File: src/rtl/qcl_pkg.sv
// Shared types and helpers for the time-slice arbiter.
// Holds the FSM state encoding and the per-requester limit extraction.
package qcl_pkg;

    typedef enum logic [1:0] {
        IDLE  = 2'd0,
        GRANT = 2'd1,
        GAP   = 2'd2
    } qcl_tsa_state_e;

    localparam int QCL_FLAT_W  = 1024;
    localparam int QCL_SLICE_W = 32;

    typedef logic [QCL_FLAT_W-1:0] qcl_flat_t;

    // Extracts entry idx of width w from a flat packed vector of entries.
    function automatic logic [QCL_SLICE_W-1:0] qcl_limit_at(
        input qcl_flat_t flat,
        input int        idx,
        input int        w
    );
        qcl_flat_t               shifted;
        logic [QCL_SLICE_W-1:0]  mask;
        shifted = flat >> (idx * w);
        mask    = (w >= QCL_SLICE_W) ? '1 : ((32'd1 << w) - 32'd1);
        return shifted[QCL_SLICE_W-1:0] & mask;
    endfunction

endpackage

File: src/rtl/qcl_rr_pick.sv
// Rotate-priority picker: first eligible requester at or after ptr, wrapping.
// Purely combinational; one-hot pick, its index and a found flag.
module qcl_rr_pick #(
    parameter int els_p = 4
) (
    input  logic [els_p-1:0]         eligible,
    input  logic [$clog2(els_p)-1:0] ptr,
    output logic [els_p-1:0]         pick,
    output logic [$clog2(els_p)-1:0] pick_id,
    output logic                     found
);

    localparam int lg_els_lp = $clog2(els_p);
    localparam int pos_w_lp  = lg_els_lp + 1;

    logic [pos_w_lp-1:0] pos;

    always_comb begin
        // NOTE: every output gets a default before the loop so no path can infer a latch.
        pick    = '0;
        pick_id = '0;
        found   = 1'b0;
        pos     = '0;
        for (int i = 0; i < els_p; i++) begin
            pos = {1'b0, ptr} + pos_w_lp'(i);
            if (pos >= pos_w_lp'(els_p)) begin
                pos = pos - pos_w_lp'(els_p);
            end
            if (!found && eligible[pos[lg_els_lp-1:0]]) begin
                found                      = 1'b1;
                pick_id                    = pos[lg_els_lp-1:0];
                pick[pos[lg_els_lp-1:0]]   = 1'b1;
            end
        end
    end

endmodule

File: src/rtl/qcl_timeslice_arbiter.sv
// Round-robin time-slice arbiter: each holder keeps the grant for its latched
// slice length (in en_i ticks) or until it drops its request, then a 1-cycle gap.
module qcl_timeslice_arbiter
    import qcl_pkg::*;
#(
    parameter int els_p   = 4,
    parameter int width_p = 8
) (
    input  logic                       clk_i,
    input  logic                       reset_n_i,
    input  logic                       en_i,
    input  logic [els_p-1:0]           req_i,
    input  logic [els_p*width_p-1:0]   limit_i,
    output logic [els_p-1:0]           grant_o,
    output logic                       grant_v_o,
    output logic [$clog2(els_p)-1:0]   grant_id_o,
    output logic [width_p-1:0]         slice_cnt_o,
    output logic                       slice_done_o
);

    localparam int lg_els_lp = $clog2(els_p);

    qcl_tsa_state_e         state_r, state_n;
    logic [lg_els_lp-1:0]   ptr_r, ptr_n;
    logic [lg_els_lp-1:0]   id_r, id_n;
    logic [els_p-1:0]       grant_r, grant_n;
    logic                   v_r, v_n;
    logic [width_p-1:0]     cnt_r, cnt_n;
    logic [width_p-1:0]     lim_r, lim_n;

    logic [els_p-1:0]       eligible;
    logic [els_p-1:0]       pick;
    logic [lg_els_lp-1:0]   pick_id;
    logic                   found;
    logic [width_p-1:0]     pick_lim;
    logic [width_p-1:0]     cnt_inc;
    logic                   slice_end;
    qcl_flat_t              limit_flat;

    assign limit_flat = qcl_flat_t'(limit_i);

    always_comb begin
        for (int k = 0; k < els_p; k++) begin
            eligible[k] = req_i[k] & (qcl_limit_at(limit_flat, k, width_p) != '0);
        end
    end

    qcl_rr_pick #(.els_p(els_p)) u_pick (
        .eligible (eligible),
        .ptr      (ptr_r),
        .pick     (pick),
        .pick_id  (pick_id),
        .found    (found)
    );

    assign pick_lim = width_p'(qcl_limit_at(limit_flat, int'(pick_id), width_p));
    assign cnt_inc  = cnt_r + width_p'(1);

    always_comb begin
        state_n   = state_r;
        ptr_n     = ptr_r;
        id_n      = id_r;
        grant_n   = grant_r;
        v_n       = v_r;
        cnt_n     = cnt_r;
        lim_n     = lim_r;
        slice_end = 1'b0;
        case (state_r)
            IDLE, GAP: begin
                cnt_n = '0;
                if (found) begin
                    state_n = GRANT;
                    grant_n = pick;
                    id_n    = pick_id;
                    v_n     = 1'b1;
                    lim_n   = pick_lim;
                end else begin
                    state_n = IDLE;
                    grant_n = '0;
                    id_n    = '0;
                    v_n     = 1'b0;
                end
            end
            GRANT: begin
                // A dropped request ends the slice even without a tick.
                slice_end = !req_i[id_r] || (en_i && (cnt_inc == lim_r));
                if (slice_end) begin
                    state_n = GAP;
                    ptr_n   = (id_r == lg_els_lp'(els_p - 1)) ? '0 : id_r + lg_els_lp'(1);
                    cnt_n   = '0;
                    grant_n = '0;
                    id_n    = '0;
                    v_n     = 1'b0;
                end else if (en_i) begin
                    cnt_n = cnt_inc;
                end
            end
            default: state_n = IDLE;
        endcase
    end

    // NOTE: sequential state uses non-blocking assignments so all registers update together.
    always_ff @(posedge clk_i or negedge reset_n_i) begin
        if (!reset_n_i) begin
            state_r <= IDLE;
            ptr_r   <= '0;
            id_r    <= '0;
            grant_r <= '0;
            v_r     <= 1'b0;
            cnt_r   <= '0;
            lim_r   <= '0;
        end else begin
            state_r <= state_n;
            ptr_r   <= ptr_n;
            id_r    <= id_n;
            grant_r <= grant_n;
            v_r     <= v_n;
            cnt_r   <= cnt_n;
            lim_r   <= lim_n;
        end
    end

    assign grant_o      = grant_r;
    assign grant_v_o    = v_r;
    assign grant_id_o   = id_r;
    assign slice_cnt_o  = cnt_r;
    assign slice_done_o = slice_end;

endmodule

File: config.mk
export PLATFORM = sky130hd
export DESIGN_NAME = qcl_timeslice_arbiter
export DESIGN_NICKNAME = d
export VERILOG_FILES = /design/src/rtl/qcl_pkg.sv /design/src/rtl/qcl_rr_pick.sv /design/src/rtl/qcl_timeslice_arbiter.sv
export SDC_FILE = /design/constraint.sdc
export NUM_CORES = 1
export LEC_CHECK = 0
export BUFFER_PORTS_ARGS = -buffer_cell sky130_fd_sc_hd__buf_2
export CAP_MARGIN = 20
export CORE_ASPECT_RATIO = 1.1
export CORE_UTILIZATION = 40
export CTS_BUF_LIST = sky130_fd_sc_hd__clkbuf_4 sky130_fd_sc_hd__clkbuf_8
export DETAILED_ROUTE_END_ITERATION = 16
export PLACE_DENSITY_LB_ADDON = 0.25
export SETUP_SLACK_MARGIN = 0.5
export SYNTH_ARGS = -nofsm -noshare
export SYNTH_HDL_FRONTEND = slang
export SYNTH_SLANG_ARGS = --single-unit
export TNS_END_PERCENT = 50
File: constraint.sdc
create_clock -name clk_i -period 6.3 [get_ports clk_i]
set_input_delay 1.26 -clock clk_i [delete_from_list [all_inputs] [get_ports clk_i]]
set_output_delay 1.26 -clock clk_i [all_outputs]
set_load 0.005 [all_outputs]
==> impl_metrics.yaml, run 1 <==
worst_hold_path:
  min_path_type: "reg -> reg"
clock_tree:
  post_cts_resized: 0
  holdBufCountCts: 0
  cts_tree: "done"
  clk_latency_ps: 280
  cts_buffers: 3
  root_buffer: "clkbuf_8"
  cts.sinks: 27
  htree_num_levels: 1
  clkTransAtPathRegs_ps: 100
  post_cts_buffers: 0
  cts_buffer_depth: 2
routing:
  drtIter0Drc: 120
  vias_per_cell: 6.01
  ant_nets: 0
  first_pass_iters: 4
  drc: 0
  post_drt_wl_per_cell_um: 16.1
  wirelength_um: 6260
  vias: 2331
placed_design:
  hpwl_um: 4820
  place_inst: 384
  io_buffers: 54
  gp_congestion: 0.918
timing:
  finalCriticalPeriod_ps: 4170
  skew_ps: 2.28
  rsz0062_at_grt: "no"
  finalSetupViolations: 0
  fmax_mhz: 240
  tightestPinTransition_ps: 914
  maxSlewViolCount: 0
  tns_ps: 0
  slew_headroom_pct: 39.1
  period_share_pct: 66.2
  final_hold_viol_count: 0
global_route:
  grt_use_met3_pct: 1.09
  grt-ovfl-total: 0
  antenna_found_initial: 0
  grtUsageMet1_pct: 27.9
  grt_pass1_vias: 2058
  grt_pass1_wl_um: 10000
  grt-busiest-layer: "met2"
  grtUsageTotal_pct: 21.1
  grt_max_degree: 28
  groute.layer.met2.usage_pct: 37.9
logic_synthesis:
  yosys.area_share.simple_pct: 22.6
  synth.most_common_cell: "nand2_1"
  syn_area_per_cell_um2: 8.85
  synth_warnings: 0
  synthArstFlopShare_pct: 100
  synth_ff_type: "dfrtp_1"
  synth_mux_area_share_pct: 12.8
  synth_edf_count: 0
  netlist_area_um2: 2370
  syn_inst: 268
  ys_seq_area_share_pct: 28.5
  ys_seq_elements: 27
  synth_common_cells: "34 x nand2_1, 27 x dfrtp_1, 17 x nor2_1"
  synth-xor-area-share_pct: 4.85
  synth_area_leader_cell: "dfrtp_1"
  synth-compound-area-share_pct: 22.9
  synth_area_leaders: "dfrtp_1 28%, mux2i_1 6.8%, nand2_1 5.4%"
  synth_top_family_by_area: "compound AO/OA/AOI/OAI gates"
  synth_cell_types: 51
  synth-adder-area-share_pct: 5.28
  syn_nets: 317
  yosysTopAreaCellShare_pct: 28.5
finish:
  syn_to_final_growth_pct: 14.8
  nFillCells: 588
  layout-drive-gt1-share_pct: 24.4
  nets: 361
  diodes: 0
  stdcell_count: 388
setup_path:
  end_kind: "register"
  critPathLaunchType: "input port"
  crit_arrival_ps: 4360
  cp_max_fo: 18
  crit_type: "in -> reg"
  crit_required_ps: 6480
pwr:
  clockPowerShare_pct: 9.2
  p_int_uw: 585
  pwr-share-seq_pct: 30.6
  p_sw_share_pct: 47.1
  pwr-share-comb_pct: 60.2
  p_sw_uw: 521
  power_leakage_uw: 0.00122
  ir_drop_mv: 0.148
  p_per_area_nw_per_um2: 406
floorplanning:
  core_area_um2: 5730
  dieArea_um2: 6240
  rows: 29
  num_io_pins: 55
  die-height_um: 82.8
  start_util_pct: 41.4
  die_w_um: 75.4
outcome:
  status: "completed"
job:
  drv_cap: 0
-- routing by layer --
layer / vias up / wire, um
li1: 1104 / -
met1: 1137 / 2740
met2: 85 / 3150
met3: 5 / 323
met4: 0 / 41
met5: - / 0
-- critical path: stages --
cell	delay [ps]
buf_2	100
nor4_1	520
a21boi_0	330
mux4_2	610
o2111a_1	180
a2111o_1	660
mux2_4	430
a221oi_1	250
-- layout make-up --
type	instances	area [um2]	share of cell area, %
Timing Repair Buffer	54	270	9.93
Inverter	2	7.51	0.276
Multi-Input combinational cell	224	1620	59.6
Tap cell	77	96.3	3.54
Clock inverter	1	7.51	0.276
Sequential cell	27	676	24.8
Clock buffer	3	41.3	1.52
-- worst paths after layout --
path	slack (ps)	start	to	depth (start not counted)
max reg2reg	2240	ptr_r[0]$_DFFE_PN0P_	lim_r[3]$_DFFE_PN0N_	9
min reg2reg	510	grant_o[3]$_DFFE_PN0P_	grant_o[3]$_DFFE_PN0P_	1
min in group asynchronous	970	reset_n_i	slice_cnt_o[6]$_DFFE_PN0P_	1
max	2130	limit_i[28]	lim_r[3]$_DFFE_PN0N_	8
max in group asynchronous	4940	reset_n_i	slice_cnt_o[5]$_DFFE_PN0P_	1
min	510	grant_o[3]$_DFFE_PN0P_	grant_o[3]$_DFFE_PN0P_	1
-- per-stage QoR --
| stage | setup WS (ps) | hold WS, ps | utilization (%) | instance area (um2) | power (uW) |
|---|---|---|---|---|---|
| 6_report | 2130 | 506 | 47.5 | 2720 | 1110 |
| 5_1_grt | 1860 | 535 | 47.5 | 2720 | 1200 |
| 4_1_cts | 2190 | 510 | 47.5 | 2720 | 1110 |
| 3_5_place_dp | 1900 | 484 | 46.6 | 2670 | 1000 |
| 3_3_place_gp | 1940 | 475 | 46.6 | 2670 | 998 |
| 2_1_floorplan | 2530 | 458 | - | 2370 | 849 |
-- power by group through the flow --
stage	Sequential, uW	Clock, uW	Combinational [uW]
4_1_cts	338	105	665
3_3_place_gp	339	0	659
2_1_floorplan	283	0	566
5_1_grt	353	110	736
3_5_place_dp	342	0	662
6_report	338	102	666
-- registers in the layout, summed over array words and instances, names as in the netlist --
signal       flops
lim_r            8
slice_cnt_o      8
grant_o          4
grant_id_o       2
ptr_r            2
state_r          2
grant_v_o        1
-- logic make-up after synthesis --
family          Yosys count
simple gates            107
compound gates           74
flops                    27
mux                      23
buf+inv                  17
xor+xnor                 10
fa+ha+maj                10
-- placed cells by master, fill, tap and decap left out, types with 2 or more instances in the layout --
master / n
a211oi_1: 3
a21bo_2: 3
a21boi_0: 2
a21o_1: 4
a21oi_1: 15
a221oi_1: 6
a31o_2: 4
a31oi_1: 3
and3_1: 3
buf_2: 54
clkbuf_8: 3
dfrtp_1: 27
ha_1: 10
mux2_4: 2
mux2i_1: 16
mux4_2: 5
nand2_1: 34
nand2b_1: 4
nand3_1: 10
nand3b_1: 4
nand4_1: 4
nor2_1: 17
nor2b_1: 9
nor3_1: 8
nor4_1: 7
o211ai_1: 2
o21a_1: 4
o21ai_0: 9
o221ai_1: 6
o2bb2ai_1: 4
or3_1: 2
xnor2_1: 7
xnor3_1: 2
No activity file was read; power rests on OpenSTA's default activity.
==> inputs of run 2 (changes only) <==
Clock period 6.3 ns to 4.1 ns, I/O delays scaled along.
==> run 2 against run 1 <==
  * Global-route usage grew 1.3 points
  * Clock-buffer cell count rose by 1
  * Core utilization rose by 1.2 points
  * Power up 57%
  * Hold slack worse by 14 ps
  * Sequential share of layout area fell by 0.59 points
  * Critical path depth shrank 2
  * First-iteration DRC count up 14%
  * Cell count increased by 2.1%
  * Clock power grew 60%
  * Register-to-register slack worse by 1400 ps
  * Die area is the same
==> impl_metrics.yaml, run 2 (synthesis gave the netlist of run 1 again) <==
global_route:
  grt_pass1_vias: 2204
  grtUsageTotal_pct: 22.4
  antenna_found_initial: 0
  grt_max_degree: 28
  grt_pass1_wl_um: 10600
  grt-ovfl-total: 0
routing:
  drtIter0Drc: 137
  drc: 0
  wirelength_um: 6330
  post_drt_wl_per_cell_um: 16.0
  first_pass_iters: 4
  ant_nets: 0
  vias_per_cell: 5.87
  vias: 2323
finish:
  layout-drive-gt1-share_pct: 26.6
  final_common_cell: "buf_2"
  finish.utilization_pct: 48.6
  syn_to_final_growth_pct: 17.6
  nets: 369
  layout.cell_area.non_filler_um2: 2790
  diodes: 0
  layout_common_cells: "54 x buf_2, 34 x nand2_1, 27 x dfrtp_1"
clock_tree:
  holdBufCountCts: 0
  root_buffer: "clkbuf_8"
  clkTransAtPathRegs_ps: 90
  cts_buffer_depth: 2
  post_cts_buffers: 0
  clk_latency_ps: 280
  cts_buffers: 3
  cts_tree: "done"
  post_cts_resized: 0
  cts.sinks: 27
  htree_num_levels: 1
setup_path:
  cpPeakStageDelay_ps: 540
  path_cells: "nand3_1 -> or3_1 -> a211oi_1 -> nand4_1 -> a21oi_1 -> buf_2"
  end_kind: "output pin"
  critPathLaunchType: "register"
  ff2ff_path_depth: 10
  r2r_end: "lim_r[3]$_DFFE_PN0N_"
  path_delay_family: "simple AND/OR/NAND/NOR gates"
  crit_type: "reg -> out"
  crit_arrival_ps: 2650
  path_depth: 6
  crit_required_ps: 3280
  cp_max_fo: 11
  crit_buf_inv: 1
  ff2ff_setup_slack_ps: 800
  endpoint: "slice_done_o"
  crit_start: "slice_cnt_o[2]$_DFFE_PN0P_"
  worstReg2RegStart: "ptr_r[1]$_DFFE_PN0P_"
  crit_slowest_cell: "dfrtp_1"
placed_design:
  hpwl_um: 4860
  gp_congestion: 0.924
  placed_cell_area_um2: 2730
  io_buffers: 54
timing:
  tns_ps: 0
  period_share_pct: 84.6
  rsz0062_at_grt: "yes"
  hold_slack_ps: 492
  finalCriticalPeriod_ps: 3470
  finalSetupViolations: 0
  maxSlewViolCount: 0
  final_hold_viol_count: 0
  fmax_mhz: 288
  slew_headroom_pct: 49.3
  skew_ps: 15.9
  tightestPinTransition_ps: 761
outcome:
  status: "completed"
floorplanning:
  start_util_pct: 41.4
  die-height_um: 82.8
  die_w_um: 75.4
  core_area_um2: 5730
  num_io_pins: 55
  rows: 29
  dieArea_um2: 6240
worst_hold_path:
  holdPathStages: 1
  min_path_type: "reg -> reg"
  min-delay-start: "grant_o[0]$_DFFE_PN0P_"
pwr:
  ir_drop_mv: 0.294
  p_per_area_nw_per_um2: 622
  power_leakage_uw: 0.00127
  p_sw_share_pct: 46.2
  p_sw_uw: 802
  p_int_uw: 932
  clockPowerShare_pct: 9.4
  pwr-share-seq_pct: 28.5
  pwr-share-comb_pct: 62.1
job:
  drv_cap: 0
## run 2: how the worst min path moves through the flow
stage                        endpoint  slack [ps]
2_1_floorplan    lim_r[6]$_DFFE_PN0N_         460
3_5_place_dp   grant_o[0]$_DFFE_PN0P_         470
3_3_place_gp   grant_o[0]$_DFFE_PN0P_         470
6_report       grant_o[0]$_DFFE_PN0P_         490
4_1_cts        grant_o[0]$_DFFE_PN0P_         500
5_1_grt        grant_o[2]$_DFFE_PN0P_         540
## run 2: final cells by class
cell class	instances	area [um2]
Fill cell	575	2950
Multi-Input combinational cell	224	1630
Sequential cell	27	676
Timing Repair Buffer	62	330
Tap cell	77	96.3
Clock buffer	4	48.8
Inverter	2	7.51
## run 2: power groups by stage
stage	combinational (uW)	clock, uW	sequential [uW]
final	1080	163	494
after global routing	1200	175	513
after CTS	1070	164	499
after detailed placement	1070	0	504
after global placement	1050	0	499
after floorplan	870	0	435
## run 2: worst reg2reg max path, cell delays in order, from the launching register on
cell      delay (ps)
dfrtp_1          590
inv_1            240
ha_1             590
nand2b_1         160
a21oi_1           60
nor2_1           210
o22ai_1          110
a2111o_1         600
buf_4            250
mux2i_1          120
a221oi_1         290
## run 2: layer usage
layer / wire, um / track usage (%)
met3: 241 / 2.18
met2: 3110 / 37.6
met5: 0 / 0
met4: 91 / 6.85
met1: 2890 / 30.2
## run 2: through the flow
stage	total power, uW	cells	worst slack (ps)
floorplan	1300	268	769
global placement	1550	392	382
detailed placement	1570	392	305
CTS	1730	396	589
global route	1890	396	470
finish	1730	396	632
==> inputs of run 3 (changes only) <==
Settings changed: ABC_AREA set to 1.
Clock period 4.1 ns to 3.2 ns, I/O delays scaled along.
==> run 3 against run 2 <==
  * Critical path type unchanged
  * Die area down 2.3%
  * Register-to-register slack hardly changed
  * Design area increased by 0.18%
  * Sequential share of layout area hardly changed
  * Via count down 2.4%
  * Clock-buffer cell count unchanged
  * Largest cell class unchanged
  * Hold slack worse by 130 ps
==> impl_metrics.yaml, run 3 <==
outcome:
  status: "completed"
setup_path:
  critPathLaunchType: "register"
  crit_buf_inv: 2
  path_delay_family: "simple AND/OR/NAND/NOR gates"
  path_cells: "ha_2 -> nand3_2 -> nor3b_2 -> xnor2_1 -> xor2_1 -> nand2_1 -> nor2_2 -> nand3_2 -> nand2_2 -> nand2_2 -> inv_2 -> buf_6"
  crit_required_ps: 2560
  cpPeakStageDelay_ps: 400
  cp_max_fo: 4
  ff2ff_path_depth: 12
  end_kind: "output pin"
  path_depth: 12
  crit_arrival_ps: 2060
  crit_slowest_cell: "dfrtp_1"
  ff2ff_setup_slack_ps: 810
  crit_type: "reg -> out"
timing:
  period_share_pct: 84.4
  final_hold_viol_count: 0
  slew_headroom_pct: 60.7
  tns_ps: 0
  maxSlewViolCount: 0
  finalSetupViolations: 0
  fmax_mhz: 370
  rsz0062_at_grt: "yes"
  finalCriticalPeriod_ps: 2700
  setup_slack_ps: 501
  skew_ps: 6.29
  tightestPinTransition_ps: 589
global_route:
  grt_max_degree: 28
  grtUsageTotal_pct: 20.1
  grt_pass1_wl_um: 9490
  grt-ovfl-total: 0
  grt_pass1_vias: 2115
  antenna_found_initial: 0
clock_tree:
  cts_buffer_depth: 2
  cts_buffers: 3
  cts_tree: "done"
  clkTransAtPathRegs_ps: 90
  htree_num_levels: 1
  clk_latency_ps: 270
  cts.sinks: 27
  root_buffer: "clkbuf_8"
  holdBufCountCts: 0
finish:
  final_common_cell: "nand2_1"
  syn_to_final_growth_pct: 20.6
  layout.cell_area.non_filler_um2: 2790
  layout-drive-gt1-share_pct: 27.2
  nets: 447
  stdcell_count: 472
  diodes: 0
  layout_common_cells: "99 x nand2_1, 55 x inv_1, 53 x buf_2"
worst_hold_path:
  min_path_type: "in -> async"
logic_synthesis:
  synth_edf_count: 0
  synth_area_leader_cell: "dfrtp_1"
  synth.most_common_cell: "nand2_1"
  synth_cell_types: 35
  synth_ff_type: "dfrtp_1"
  syn_nets: 383
  yosysTopAreaCellShare_pct: 29.2
  synthArstFlopShare_pct: 100
  syn_inst: 334
  synth_warnings: 0
  synth_common_cells: "101 x nand2_1, 56 x inv_1, 37 x nand3_1"
  ys_seq_elements: 27
  syn_area_per_cell_um2: 6.93
  synth_area_leaders: "dfrtp_1 29%, nand2_1 16%, inv_1 9.1%"
  ys_seq_area_share_pct: 29.2
  netlist_area_um2: 2320
routing:
  drc: 0
  drtIter0Drc: 127
  ant_nets: 0
  post_drt_wl_per_cell_um: 12.0
  vias_per_cell: 4.81
  vias: 2268
  first_pass_iters: 4
  wirelength_um: 5670
placed_design:
  placed_cell_area_um2: 2650
  dp_worst_setup_slack_ps: 572
  hpwl_um: 4490
  place_inst: 460
  gp_congestion: 0.941
  io_buffers: 54
floorplanning:
  start_util_pct: 42.4
  core_area_um2: 5470
  rows: 28
  die_w_um: 74.6
  num_io_pins: 55
  die-height_um: 81.8
  dieArea_um2: 6100
job:
  drv_cap: 0
pwr:
  power_leakage_uw: 0.00158
  finalPower_uw: 2660
  ir_drop_mv: 0.494
  p_per_area_nw_per_um2: 954
## run 3: area by class of cell
type	count	area, um2
flip-flops and latches	27	678
well taps	75	93.8
fillers	547	2670
multi-input cells	244	1400
clock buffers	4	48.8
repair buffers	64	352
inverters	58	218
## run 3: final timing paths
path | end | start
worst max-delay path | slice_done_o | slice_cnt_o[0]$_DFFE_PN0P_
min in group clk_i | state_r[0]$_DFFE_PN0P_ | state_r[1]$_DFFE_PN0P_
max in group asynchronous | ptr_r[1]$_DFFE_PN0P_ | reset_n_i
worst min register to register | state_r[0]$_DFFE_PN0P_ | state_r[1]$_DFFE_PN0P_
worst min-delay path | slice_cnt_o[7]$_DFFE_PN0P_ | reset_n_i
worst max register to register | lim_r[6]$_DFFE_PN0N_ | ptr_r[1]$_DFFE_PN0P_
## run 3: repair_timing
action	in CTS	in global routing
setup buffers	7	1
setup endpoints to repair	1	9
pin swaps	6	5
resized for setup	6	3
## run 3: report_power, final
| group | switching [uW] | total (uW) | internal, uW | leakage, uW |
|---|---|---|---|---|
| combinational | 1210 | 1880 | 665 | 0.00121 |
| sequential | 112 | 583 | 470 | 0.000345 |
| clock | 104 | 201 | 97.6 | 0.0000262 |
| total | 1430 | 2660 | 1230 | 0.00158 |
## run 3: worst register-to-register path: cells and delay by family, from the launching register on
family                     cells  cell delay [ps]
buffers and inverters          3              570
adders and majority gates      1              320
and+or+nand+nor                8              900
DFF                            1              490
## run 3: layer usage
layer | up-vias | track usage [%] | wire length, um
li1 | 1188 | - | -
met1 | 993 | 27.7 | 2620
met2 | 81 | 32.7 | 2680
met3 | 6 | 1.47 | 291
met4 | 0 | 7.55 | 80
met5 | - | 0 | 0
## run 3: through the flow
step,hold slack [ps],util [%]
after floorplan,344,-
after global placement,445,48.5
after detailed placement,450,48.5
after CTS,376,50.8
after global routing,400,51.1
final,358,51.1
## run 3: cell families after synthesis
group	synth area share [%]
AND/OR/NAND/NOR	40.4
buffers and inverters	11.2
AO/OA/AOI/OAI	9.18
flip-flops	29.2
XOR/XNOR	4.16
adder cells (fa/ha/maj)	5.40
multiplexers	0.432
